**src/rtl/tk1_spi_flash_ctrl_if.sv**
```systemverilog
// API bus and SPI-master handshake bundle for tk1_spi_flash_ctrl.
// "slave" is the controller view; "master" is the view of the API decoder plus SPI master.
interface tk1_spi_flash_ctrl_if;
    logic        cs;
    logic        we;
    logic [7:0]  address;
    logic [31:0] write_data;
    logic [31:0] read_data;
    logic        ready;
    logic        spi_enable;
    logic        spi_enable_we;
    logic        spi_start;
    logic [7:0]  spi_tx_data;
    logic        spi_tx_data_we;
    logic        spi_ready;
    logic [7:0]  spi_rx_data;

    modport slave (
        input  cs, we, address, write_data, spi_ready, spi_rx_data,
        output read_data, ready, spi_enable, spi_enable_we, spi_start, spi_tx_data,
        output spi_tx_data_we
    );

    modport master (
        output cs, we, address, write_data, spi_ready, spi_rx_data,
        input  read_data, ready, spi_enable, spi_enable_we, spi_start, spi_tx_data,
        input  spi_tx_data_we
    );
endinterface

```
**src/rtl/tk1_spi_flash_ctrl.sv**
```systemverilog
// Flash command sequencer: opcode, optional 24-bit address, LEN read bytes into an RX FIFO.
// Optional WIP status polling after the main transaction: `define SPI_FLASH_CTRL_POLL_EN.
module tk1_spi_flash_ctrl #(
    parameter int unsigned RX_DEPTH = 16
) (
    input logic                 clk,
    input logic                 reset_n,
    tk1_spi_flash_ctrl_if.slave bus
);
    localparam int unsigned PtrW = $clog2(RX_DEPTH);
    localparam int unsigned LenW = PtrW + 1;
    localparam int unsigned IdxW = $clog2(RX_DEPTH + 5);

    typedef enum logic [2:0] {
        StIdle, StSsOn, StLoad, StStart, StSettle, StWait, StSsOff
    } state_e;

    state_e          state_q;
    logic [7:0]      cmd_q;
    logic [23:0]     addr_q;
    logic            addr_en_q;
    logic [LenW-1:0] len_q;
    logic            busy_q;
    logic            done_q;
    logic            abort_q;
    logic [IdxW-1:0] idx_q;
    logic            spi_enable_q;
    logic            spi_enable_we_q;
    logic            spi_start_q;
    logic [7:0]      spi_tx_data_q;
    logic            spi_tx_data_we_q;

    logic [7:0]      fifo_q [RX_DEPTH];
    logic [PtrW-1:0] wr_ptr_q;
    logic [PtrW-1:0] rd_ptr_q;
    logic [LenW-1:0] level_q;

    logic            in_poll;
    logic            timeout;
`ifdef SPI_FLASH_CTRL_POLL_EN
    logic            poll_q;
    logic            in_poll_q;
    logic            wip_q;
    logic            timeout_q;
    logic [15:0]     poll_cnt_q;
    assign in_poll = in_poll_q;
    assign timeout = timeout_q;
`else
    assign in_poll = 1'b0;
    assign timeout = 1'b0;
`endif

    logic            wr_en;
    logic            cfg_we;
    logic            start_req;
    logic            push;
    logic            pop;
    logic            is_data;
    logic            is_last;
    logic [IdxW-1:0] hdr_len;
    logic [IdxW-1:0] last_idx;
    logic [IdxW-1:0] next_idx;
    logic [7:0]      tx_byte;

    always_comb begin
        wr_en     = bus.cs & bus.we;
        cfg_we    = wr_en & ~busy_q;
        start_req = wr_en && (bus.address == 8'h00) && bus.write_data[0] && (state_q == StIdle);
        hdr_len   = addr_en_q ? IdxW'(4) : IdxW'(1);
        last_idx  = in_poll ? IdxW'(1) : hdr_len + IdxW'(len_q) - IdxW'(1);
        is_data   = ~in_poll && (idx_q >= hdr_len);
        is_last   = (idx_q == last_idx);
        push      = (state_q == StWait) && bus.spi_ready && is_data;
        pop       = bus.cs && ~bus.we && (bus.address == 8'h05) && (level_q != '0);
        // SSON loads the first byte; WAIT loads the one after the byte just finished.
        next_idx  = (state_q == StSsOn) ? '0 : idx_q + IdxW'(1);
        tx_byte   = 8'h00;
        if (in_poll) begin
            tx_byte = (next_idx == '0) ? 8'h05 : 8'h00;
        end else if (next_idx == '0) begin
            tx_byte = cmd_q;
        end else if (addr_en_q) begin
            case (next_idx)
                IdxW'(1): tx_byte = addr_q[23:16];
                IdxW'(2): tx_byte = addr_q[15:8];
                IdxW'(3): tx_byte = addr_q[7:0];
                default:  tx_byte = 8'h00;
            endcase
        end
    end

    always_ff @(posedge clk or negedge reset_n) begin
        if (!reset_n) begin
            state_q          <= StIdle;
            cmd_q            <= '0;
            addr_q           <= '0;
            addr_en_q        <= 1'b0;
            len_q            <= '0;
            busy_q           <= 1'b0;
            done_q           <= 1'b0;
            abort_q          <= 1'b0;
            idx_q            <= '0;
            spi_enable_q     <= 1'b0;
            spi_enable_we_q  <= 1'b0;
            spi_start_q      <= 1'b0;
            spi_tx_data_q    <= '0;
            spi_tx_data_we_q <= 1'b0;
`ifdef SPI_FLASH_CTRL_POLL_EN
            poll_q           <= 1'b0;
            in_poll_q        <= 1'b0;
            wip_q            <= 1'b0;
            timeout_q        <= 1'b0;
            poll_cnt_q       <= '0;
`endif
        end else begin
            spi_enable_we_q  <= 1'b0;
            spi_tx_data_we_q <= 1'b0;
            spi_start_q      <= 1'b0;

            if (cfg_we) begin
                case (bus.address)
                    8'h01: cmd_q     <= bus.write_data[7:0];
                    8'h02: addr_q    <= bus.write_data[23:0];
                    8'h03: addr_en_q <= bus.write_data[0];
                    8'h04: len_q     <= (bus.write_data > 32'(RX_DEPTH)) ? LenW'(RX_DEPTH)
                                                                         : LenW'(bus.write_data);
                    default: ;
                endcase
            end
            if (wr_en && (bus.address == 8'h00) && bus.write_data[2] && busy_q) begin
                abort_q <= 1'b1;
            end

            unique case (state_q)
                StIdle: begin
                    if (start_req) begin
                        busy_q          <= 1'b1;
                        done_q          <= 1'b0;
                        abort_q         <= 1'b0;
                        idx_q           <= '0;
                        spi_enable_q    <= 1'b1;
                        spi_enable_we_q <= 1'b1;
                        state_q         <= StSsOn;
`ifdef SPI_FLASH_CTRL_POLL_EN
                        poll_q          <= bus.write_data[1];
                        in_poll_q       <= 1'b0;
                        wip_q           <= 1'b0;
                        timeout_q       <= 1'b0;
                        poll_cnt_q      <= '0;
`endif
                    end
                end
                StSsOn: begin
                    idx_q            <= '0;
                    spi_tx_data_q    <= tx_byte;
                    spi_tx_data_we_q <= 1'b1;
                    state_q          <= StLoad;
                end
                StLoad: begin
                    spi_start_q <= 1'b1;
                    state_q     <= StStart;
                end
                StStart:  state_q <= StSettle;
                StSettle: state_q <= StWait;
                StWait: begin
                    if (bus.spi_ready) begin
`ifdef SPI_FLASH_CTRL_POLL_EN
                        if (in_poll_q && (idx_q == IdxW'(1))) wip_q <= bus.spi_rx_data[0];
`endif
                        if (is_last || abort_q) begin
                            spi_enable_q    <= 1'b0;
                            spi_enable_we_q <= 1'b1;
                            state_q         <= StSsOff;
                        end else begin
                            idx_q            <= next_idx;
                            spi_tx_data_q    <= tx_byte;
                            spi_tx_data_we_q <= 1'b1;
                            state_q          <= StLoad;
                        end
                    end
                end
                StSsOff: begin
`ifdef SPI_FLASH_CTRL_POLL_EN
                    // Poll once after the main transaction, then again while WIP stays set.
                    if (poll_q && !abort_q &&
                        (!in_poll_q || (wip_q && (poll_cnt_q != 16'hFFFF)))) begin
                        in_poll_q       <= 1'b1;
                        poll_cnt_q      <= poll_cnt_q + 16'd1;
                        idx_q           <= '0;
                        spi_enable_q    <= 1'b1;
                        spi_enable_we_q <= 1'b1;
                        state_q         <= StSsOn;
                    end else begin
                        timeout_q <= in_poll_q & wip_q & (poll_cnt_q == 16'hFFFF);
                        busy_q    <= 1'b0;
                        done_q    <= 1'b1;
                        state_q   <= StIdle;
                    end
`else
                    busy_q  <= 1'b0;
                    done_q  <= 1'b1;
                    state_q <= StIdle;
`endif
                end
                default: state_q <= StIdle;
            endcase
        end
    end

    always_ff @(posedge clk or negedge reset_n) begin
        if (!reset_n) begin
            wr_ptr_q <= '0;
            rd_ptr_q <= '0;
            level_q  <= '0;
        end else if (start_req) begin
            wr_ptr_q <= '0;
            rd_ptr_q <= '0;
            level_q  <= '0;
        end else begin
            if (push) wr_ptr_q <= wr_ptr_q + PtrW'(1);
            if (pop)  rd_ptr_q <= rd_ptr_q + PtrW'(1);
            if (push && !pop)      level_q <= level_q + LenW'(1);
            else if (pop && !push) level_q <= level_q - LenW'(1);
        end
    end

    always_ff @(posedge clk) begin
        if (push) fifo_q[wr_ptr_q] <= bus.spi_rx_data;
    end

    always_comb begin
        bus.read_data = '0;
        case (bus.address)
            8'h00: bus.read_data = {29'd0, timeout, done_q, busy_q};
            8'h01: bus.read_data = {24'd0, cmd_q};
            8'h02: bus.read_data = {8'd0, addr_q};
            8'h03: bus.read_data = {31'd0, addr_en_q};
            8'h04: bus.read_data = 32'(len_q);
            8'h05: bus.read_data = (level_q == '0) ? 32'd0 : {24'd0, fifo_q[rd_ptr_q]};
            8'h06: bus.read_data = 32'(level_q);
            default: bus.read_data = '0;
        endcase
    end

    assign bus.ready          = bus.cs;
    assign bus.spi_enable     = spi_enable_q;
    assign bus.spi_enable_we  = spi_enable_we_q;
    assign bus.spi_start      = spi_start_q;
    assign bus.spi_tx_data    = spi_tx_data_q;
    assign bus.spi_tx_data_we = spi_tx_data_we_q;
endmodule

```
**src/flat_wrapper.sv**
```systemverilog
// flat-port wrapper written by rule: the top's interface ports become plain ports
module tk1_spi_flash_ctrl_flat 
#(
    parameter int unsigned RX_DEPTH = 16
)
  (clk, reset_n, bus_cs, bus_we, bus_address, bus_write_data, bus_spi_ready, bus_spi_rx_data, bus_read_data, bus_ready, bus_spi_enable, bus_spi_enable_we, bus_spi_start, bus_spi_tx_data, bus_spi_tx_data_we);
  tk1_spi_flash_ctrl_if bus_i ();
  input logic clk;
  input logic reset_n;
  input wire logic [$bits(bus_i.cs)-1:0] bus_cs;
  input wire logic [$bits(bus_i.we)-1:0] bus_we;
  input wire logic [$bits(bus_i.address)-1:0] bus_address;
  input wire logic [$bits(bus_i.write_data)-1:0] bus_write_data;
  input wire logic [$bits(bus_i.spi_ready)-1:0] bus_spi_ready;
  input wire logic [$bits(bus_i.spi_rx_data)-1:0] bus_spi_rx_data;
  output wire logic [$bits(bus_i.read_data)-1:0] bus_read_data;
  output wire logic [$bits(bus_i.ready)-1:0] bus_ready;
  output wire logic [$bits(bus_i.spi_enable)-1:0] bus_spi_enable;
  output wire logic [$bits(bus_i.spi_enable_we)-1:0] bus_spi_enable_we;
  output wire logic [$bits(bus_i.spi_start)-1:0] bus_spi_start;
  output wire logic [$bits(bus_i.spi_tx_data)-1:0] bus_spi_tx_data;
  output wire logic [$bits(bus_i.spi_tx_data_we)-1:0] bus_spi_tx_data_we;
  assign bus_i.cs = bus_cs;
  assign bus_i.we = bus_we;
  assign bus_i.address = bus_address;
  assign bus_i.write_data = bus_write_data;
  assign bus_i.spi_ready = bus_spi_ready;
  assign bus_i.spi_rx_data = bus_spi_rx_data;
  assign bus_read_data = bus_i.read_data;
  assign bus_ready = bus_i.ready;
  assign bus_spi_enable = bus_i.spi_enable;
  assign bus_spi_enable_we = bus_i.spi_enable_we;
  assign bus_spi_start = bus_i.spi_start;
  assign bus_spi_tx_data = bus_i.spi_tx_data;
  assign bus_spi_tx_data_we = bus_i.spi_tx_data_we;
  tk1_spi_flash_ctrl #(.RX_DEPTH(RX_DEPTH)) u_core (.clk(clk), .reset_n(reset_n), .bus(bus_i));
endmodule
```
**config.mk**
```make
export PLATFORM = sky130hd
export DESIGN_NAME = tk1_spi_flash_ctrl_flat
export DESIGN_NICKNAME = d
export VERILOG_FILES = /design/src/rtl/tk1_spi_flash_ctrl_if.sv /design/src/rtl/tk1_spi_flash_ctrl.sv /design/src/flat_wrapper.sv
export SDC_FILE = /design/constraint.sdc
export NUM_CORES = 1
export LEC_CHECK = 0
export CELL_PAD_IN_SITES_DETAIL_PLACEMENT = 1
export CELL_PAD_IN_SITES_GLOBAL_PLACEMENT = 1
export CORE_MARGIN = 3
export CORE_UTILIZATION = 43
export CTS_CLUSTER_DIAMETER = 80
export DETAILED_ROUTE_END_ITERATION = 10
export PLACE_DENSITY_LB_ADDON = 0.3
export SETUP_SLACK_MARGIN = 0.2
export SLEW_MARGIN = 20
export SYNTH_ARGS = -nofsm -noshare
export SYNTH_HDL_FRONTEND = slang
export SYNTH_SLANG_ARGS = --single-unit
export TNS_END_PERCENT = 50
```
**constraint.sdc**
```tcl
create_clock -name clk -period 3.8 [get_ports clk]
set_input_delay 0.57 -clock clk [delete_from_list [all_inputs] [get_ports clk]]
set_output_delay 0.57 -clock clk [all_outputs]
set_load 0.05 [all_outputs]
```
## After elaboration in Yosys (flattened, before gate mapping)

Memory sizes are Yosys's and may differ from the RTL's.
Cells that the tools add are included.

| word-level totals | value |
|---|---|
| bits in registers | 74 |
| bits in latches | 0 |
| RAM bits | 128 |
| bits in read-only memories | 0 |
| input bits | 53 |
| output and inout port bits | 45 |
| word-level logic and storage cells | 133 |
| memories kept | 1 |

Memories:

| name | words | bits a word | rd ports | clocked after memory_dff | write ports | line | RTL |
|---|---|---|---|---|---|---|---|
| u_core.fifo_q | 16 | 8 | 1 | 0 | 1 | tk1_spi_flash_ctrl.sv:33 | `logic [7:0] fifo_q [RX_DEPTH];` |

| operators by class | value |
|---|---|
| $add $sub $neg | 7 |
| multiply operators | 0 |
| div/mod/pow operators | 0 |
| magnitude comparators | 2 |
| equality and inequality tests | 20 |
| shift operators | 0 |
| mux-type cells | 46 |
| bitwise operators | 4 |
| reductions and logical operators | 36 |

Operators by type and width:

| operator | count |
|---|---|
| one-hot mux 32 bit (7 select lines) | 1 |
| 2-to-1 mux 5 bit | 8 |
| 2-to-1 mux 8 bit | 5 |
| greater-than comparator 32 x 5 -> 1 bit (second input constant) | 1 |
| equality test 8 x 3 -> 1 bit (second input constant) | 3 |
| one-hot mux 8 bit (3 select lines) | 1 |
| one-hot mux 3 bit (6 select lines) | 1 |
| equality test 8 x 2 -> 1 bit (second input constant) | 2 |
| 2-to-1 mux 4 bit | 4 |
| one-hot mux 8 bit (2 select lines) | 1 |
| 2-to-1 mux 1 bit | 15 |
| one-hot mux 5 bit (3 select lines) | 1 |
| logical AND 1 bit | 12 |
| 2-to-1 mux 3 bit | 4 |
| AND reduction 2 bit | 6 |
| adder 5 x 1 -> 5 bit (second input constant) | 2 |
| equality test 5 x 2 -> 1 bit (second input constant) | 2 |
| zero test 5 bit | 2 |
| one-hot mux 1 bit (2 select lines) | 5 |
| nonzero test 2 bit | 5 |
| subtractor 5 x 1 -> 5 bit (second input constant) | 2 |
| equality test 3 bit (second input constant) | 3 |
| adder 4 x 1 -> 4 bit (second input constant) | 2 |
| equality test 8 x 1 -> 1 bit (second input constant) | 1 |
| other kinds (18) | 26 |

## Longest topological paths before layout

Gate-level depths: netlist of run 1.

| logic depth | value |
|---|---|
| depth after elaboration | 9 |
| depth in mapped cells | 14 |

## Worst setup path before layout of run 1

OpenSTA, ideal clock, no wires.

| timing path | value |
|---|---|
| path kind | reg2reg |
| start | register u_core.idx_q[0] |
| end | register u_core.level_q[4] |
| arrival | 3685 ps |
| data required time | 3722 ps |
| path slack | 37 ps |
| stages on the path, launching flop included | 15 |
| cell sequence | dfrtp_1 > clkbuf_1 > inv_1 > ha_1 > or3b_2 > a2111oi_2 > nor2_1 > ha_1 > inv_1 > ha_1 > a21o_1 > a21oi_1 > xnor2_1 > or3_1 > a21oi_1 |

| on the way | value |
|---|---|
| word-level cells in the longest chain between the ends | 5 |

RTL lines:

| element | line | RTL |
|---|---|---|
| from (decl) | tk1_spi_flash_ctrl.sv:26 | `logic [IdxW-1:0] idx_q;` |
| from (signal assigned) | tk1_spi_flash_ctrl.sv:175 | `idx_q <= next_idx;` |
| >= comparator 5 bit * | tk1_spi_flash_ctrl.sv:71 | `is_data = ~in_poll && (idx_q >= hdr_len);` |
| logical AND 1 bit * | tk1_spi_flash_ctrl.sv:73 | `push = (state_q == StWait) && bus.spi_ready && is_data;` |
| logical AND 1 bit or zero test 1 bit (tied branches) | tk1_spi_flash_ctrl.sv:222, tk1_spi_flash_ctrl.sv:223 |  |
| 2-to-1 mux 5 bit or logical AND 1 bit (tied branches) | tk1_spi_flash_ctrl.sv:222, tk1_spi_flash_ctrl.sv:223 |  |
| 2-to-1 mux 5 bit or nonzero test 3 bit (tied branches) | n/a |  |
| to (signal assigned) | tk1_spi_flash_ctrl.sv:222 | `if (push && !pop) level_q <= level_q + LenW'(1);` |
| to (signal assigned) | tk1_spi_flash_ctrl.sv:223 | `else if (pop && !push) level_q <= level_q - LenW'(1);` |
| to (decl) | tk1_spi_flash_ctrl.sv:36 | `logic [LenW-1:0] level_q;` |

Every way passes the cells marked *; elsewhere a longest branch is shown, timed or not.
A chain may end at the register's enable or synchronous reset.

## Final worst setup path of run 1

| timing path | value |
|---|---|
| start | input port bus_address[3] |
| end | output port bus_read_data[5] |

| on the way | value |
|---|---|
| word-level cells in the longest chain between the ends | 2 |

RTL lines:

| element | line | RTL |
|---|---|---|
| from (decl) | flat_wrapper.sv:12 | `input wire logic [$bits(bus_i.address)-1:0] bus_address;` |
| equality test 8 x 3 -> 1 bit (tied with other cells) | tk1_spi_flash_ctrl.sv:233 | `case (bus.address)` |
| one-hot mux 32 bit (7 select lines) * | tk1_spi_flash_ctrl.sv:233 |  |
| to (decl) | flat_wrapper.sv:16 | `output wire logic [$bits(bus_i.read_data)-1:0] bus_read_data;` |

Marked as above.

==> summary.md, run 1 <==
| Metric | Value |
|---|---|
| Status | complete, no violations |
| Dpl cell area | around 11000 um^2 |
| CTS Root Cell | clkbuf_16 |
| Met1 GRT Util | between 20 and 30% |
| Skew-Pair Late Insertion Delay | roughly 0.52 ns |
| Post CTS Setup Buffer Count | 0 |
| Crit end category | output port |
| Mapped cell area | about 9400 um^2 |
| R2r setup slk | between 0.3 and 0.4 ns |
| Max-cap viol count | 0 |
| VDD IR max | between 0.4 and 0.5 mV |
| Die height | 154 um |
| Post-DP HPWL | between 15000 and 20000 um |
| Initial Util | between 40 and 50% |
| Clock Skews | about 0.024 ns |
| WHS | just under 0.2 ns |
| GR Util met3 | about 2.7% |
| Leakage | 4.39 nW |
| Width of the die | around 150 um |
| Total power | just under 6 mW |
| Worst r2r src | u_core.addr_en_q |
| CTS Hold Bufs | 0 |
| Worst rel slew slack | 35.1% |
| Final Hold Viols | 0 |
| Pwr Density | 509 nW/um^2 |
| Req. time, crit path | 3.23 ns |
| Crit Path Class | input port to output port |
| DRT iter0 DRCs | around 380 |
| Top Usage Layer GRT | met2 |
| Vias in the first global route | 6675 |
| Final ANT Viol Nets | 0 |
| EDFF count, synth | between 100 and 150 |
| Synth async-reset ratio | between 30% and 40% |
| Highest Clock Rate | roughly 0.28 GHz |
| Reg-to-Reg End | u_core.level_q[4] |
| Synth Area per Inst | 14.2 um^2 |
| H-tree depth | 1 |
| HP Class | input port to async pin |
| Synth warn | 0 |
| Total wire length | ~24000 um |
| Fin. max-slew vios | 0 |
| Global-route wire length before repair | just under 40000 um |
| Antenna violations before repair | 0 |
| Final net count | roughly 850 |
| Crit Path Max Fanout | 8 |
| R2R depth | 13 |
| Period utilisation layout | 94.5% |
| Post-synthesis sequential area ratio | 60.5% |
| Finish-stage setup viols | 0 |
| Drt drc | 0 |
| Seq cells post-synth | just over 200 |
| Met2 usage | roughly two fifths |
| Kind of start point of the critical path | input port |
| Clock sinks | between 200 and 250 |
| Worst EP arrival | 3.02 ns |
| Post-synth top flop | edfxtp_1 |
| Global Route Usage Sum | about a fifth |
| Via density | about 5.7 |
| Setup TNS | 0 ns |
| Fill cell count | 2060 |
| TritonCTS Buffers | 22 |
| Area grow syn2layout | 24.0% |
| GPL Wtd Cong | 0.828 |
| Worst-path clk slew | 0.05 ns |
| CTS Buffer Depth | 3 |
| Synth cell types | 52 |
| Crit path time final | roughly 3.6 ns |
| Worst-Margin Slew | 0.970 ns |
| Full die area | 23700 um^2 |
| CTS tree | done |
| 1st-pass router iterations | 4 |
| Instance count of the mapped netlist | between 600 and 700 |
| RSZ-0062 raised after global routing | true |
| Port Buffers | 89 |
| Share of layout cells above drive strength 1 | between 20% and 30% |
| Site row count | 53 |
| Core ar. | ~21000 um^2 |
| Final core utilization | a little over half |
| Largest net degree at the start of global routing | 75 |
| ANT cells | 0 |
| DR WL/cell | about 23 um |
| Grt total ovfl | 0 |
| Post-route cell area | 11700 um^2 |
| Ports | between 90 and 100 |
| Via count | 6034 |
[cells in the mapped netlist (5+ instances only)]
cell / number / area (um^2)
mux2_4: 20 / 300
a22oi_1: 6 / 45.0
nor4_1: 10 / 62.6
and2_1: 24 / 150
nand3_1: 24 / 120
xnor2_1: 11 / 96.3
or3_1: 5 / 31.3
ha_1: 17 / 213
buf_4: 9 / 67.6
inv_1: 27 / 101
clkbuf_1: 25 / 93.8
nand2_1: 23 / 86.3
a21oi_1: 16 / 80.1
nor2b_1: 6 / 37.5
edfxtp_1: 128 / 3840
mux2_2: 19 / 214
nor2_1: 33 / 124
buf_2: 5 / 25.0
mux4_2: 36 / 811
nor3_1: 22 / 110
a31oi_1: 19 / 119
and3_1: 7 / 43.8
mux2i_1: 17 / 170
a21o_1: 5 / 37.5
o21ai_0: 32 / 160
o22ai_1: 5 / 31.3
dfrtp_1: 74 / 1850
[metrics by stage]
stage                     instances  worst slack [ns]
final                          1064             0.207
after global routing           1064             0.132
after CTS                      1064             0.191
after detailed placement       1026            0.0177
after global placement         1026             0.128
after floorplan                 672             0.129
[per-layer routing]
layer / share of wire, % / vias up
li1: - / 2724
met1: 40 / 3153
met2: 55 / 126
met5: 0 / -
met3: 3.8 / 31
met4: 1.6 / 0
[worst max-delay path by stage]
| stage | start | to | slack [ns] | cells past startpoint |
|---|---|---|---|---|
| finish | bus_address[3] | bus_read_data[5] | 0.21 | 7 |
| CTS | bus_address[3] | bus_read_data[7] | 0.19 | 7 |
| global placement | bus_address[3] | u_core.level_q[4] | 0.13 | 13 |
| floorplan | bus_address[3] | bus_read_data[1] | 0.13 | 6 |
| global route | bus_address[3] | bus_read_data[7] | 0.13 | 7 |
| detailed placement | bus_address[3] | u_core.level_q[4] | 0.02 | 13 |
[power by group]
part           switching (mW)  total [mW]  internal (mW)
registers               0.139        2.61           2.47
clock network           0.851        2.08           1.23
logic                   0.742        1.25          0.511
total                    1.73        5.94           4.21
[timing repair]
item,in CTS,in global routing
endpoints found under the setup margin,3,5
pin swaps,0,1
resized for setup,1,1
[critical path, stage by stage]
cell and delay, ns:
clkdlybuf4s50_1 0.41, or4_4 0.55, or3_1 0.35, buf_4 0.16, or2_2 0.39, o21ai_0 0.39
buf_12 0.19
[state kept, by name (all words and copies together), names as in the netlist, 3 cells and up]
name,count
u_core.wr_ptr_q,4
u_core.len_q,5
u_core.bus.spi_tx_data,8
u_core.cmd_q,8
u_core.idx_q,5
u_core.state_q,3
u_core.rd_ptr_q,4
u_core.level_q,5
u_core.fifo_q,128
u_core.addr_q,24
[cell families after synthesis]
group,after synthesis,synth area share (%)
compound gates,94,6.10
xor+xnor,15,1.69
fa+ha+maj,19,2.68
buf+inv,70,3.45
flops,202,60.5
mux,92,15.9
other cells,1,0.0398
simple gates,172,9.71
[cells in the final DEF, fill, tap and decap left out, types with 7 or more instances in the layout]
cell / instances
ha_1: 17
inv_1: 27
buf_4: 33
and2_1: 24
edfxtp_1: 128
nor3_1: 21
conb_1: 8
nor4_1: 10
and3_1: 7
clkbuf_16: 22
buf_12: 25
nor2_1: 33
a21oi_1: 16
nand3_1: 24
mux2_4: 20
mux2_2: 19
o21ai_0: 30
clkdlybuf4s50_1: 64
mux4_2: 36
a31oi_1: 19
dfrtp_1: 73
nand2_1: 23
mux2i_1: 17
xnor2_1: 11
[area by class of cell]
class | count | area [um^2] | share of cell area (%)
multi-input combinational | 400 | 3440 | 29.5
tap | 275 | 344 | 2.95
inverter | 27 | 101 | 0.868
clock buffer | 29 | 587 | 5.03
sequential | 202 | 5700 | 48.8
clock inverter | 9 | 116 | 0.996
timing repair buffer | 122 | 1390 | 11.9
Power figures use the tool's default switching activity.
==> run 2: changes to the inputs <==
HOLD_SLACK_MARGIN = 0.02   (was unset)
==> results of run 2 <==
Final layout, timing and power as in run 1 (identical DEF).
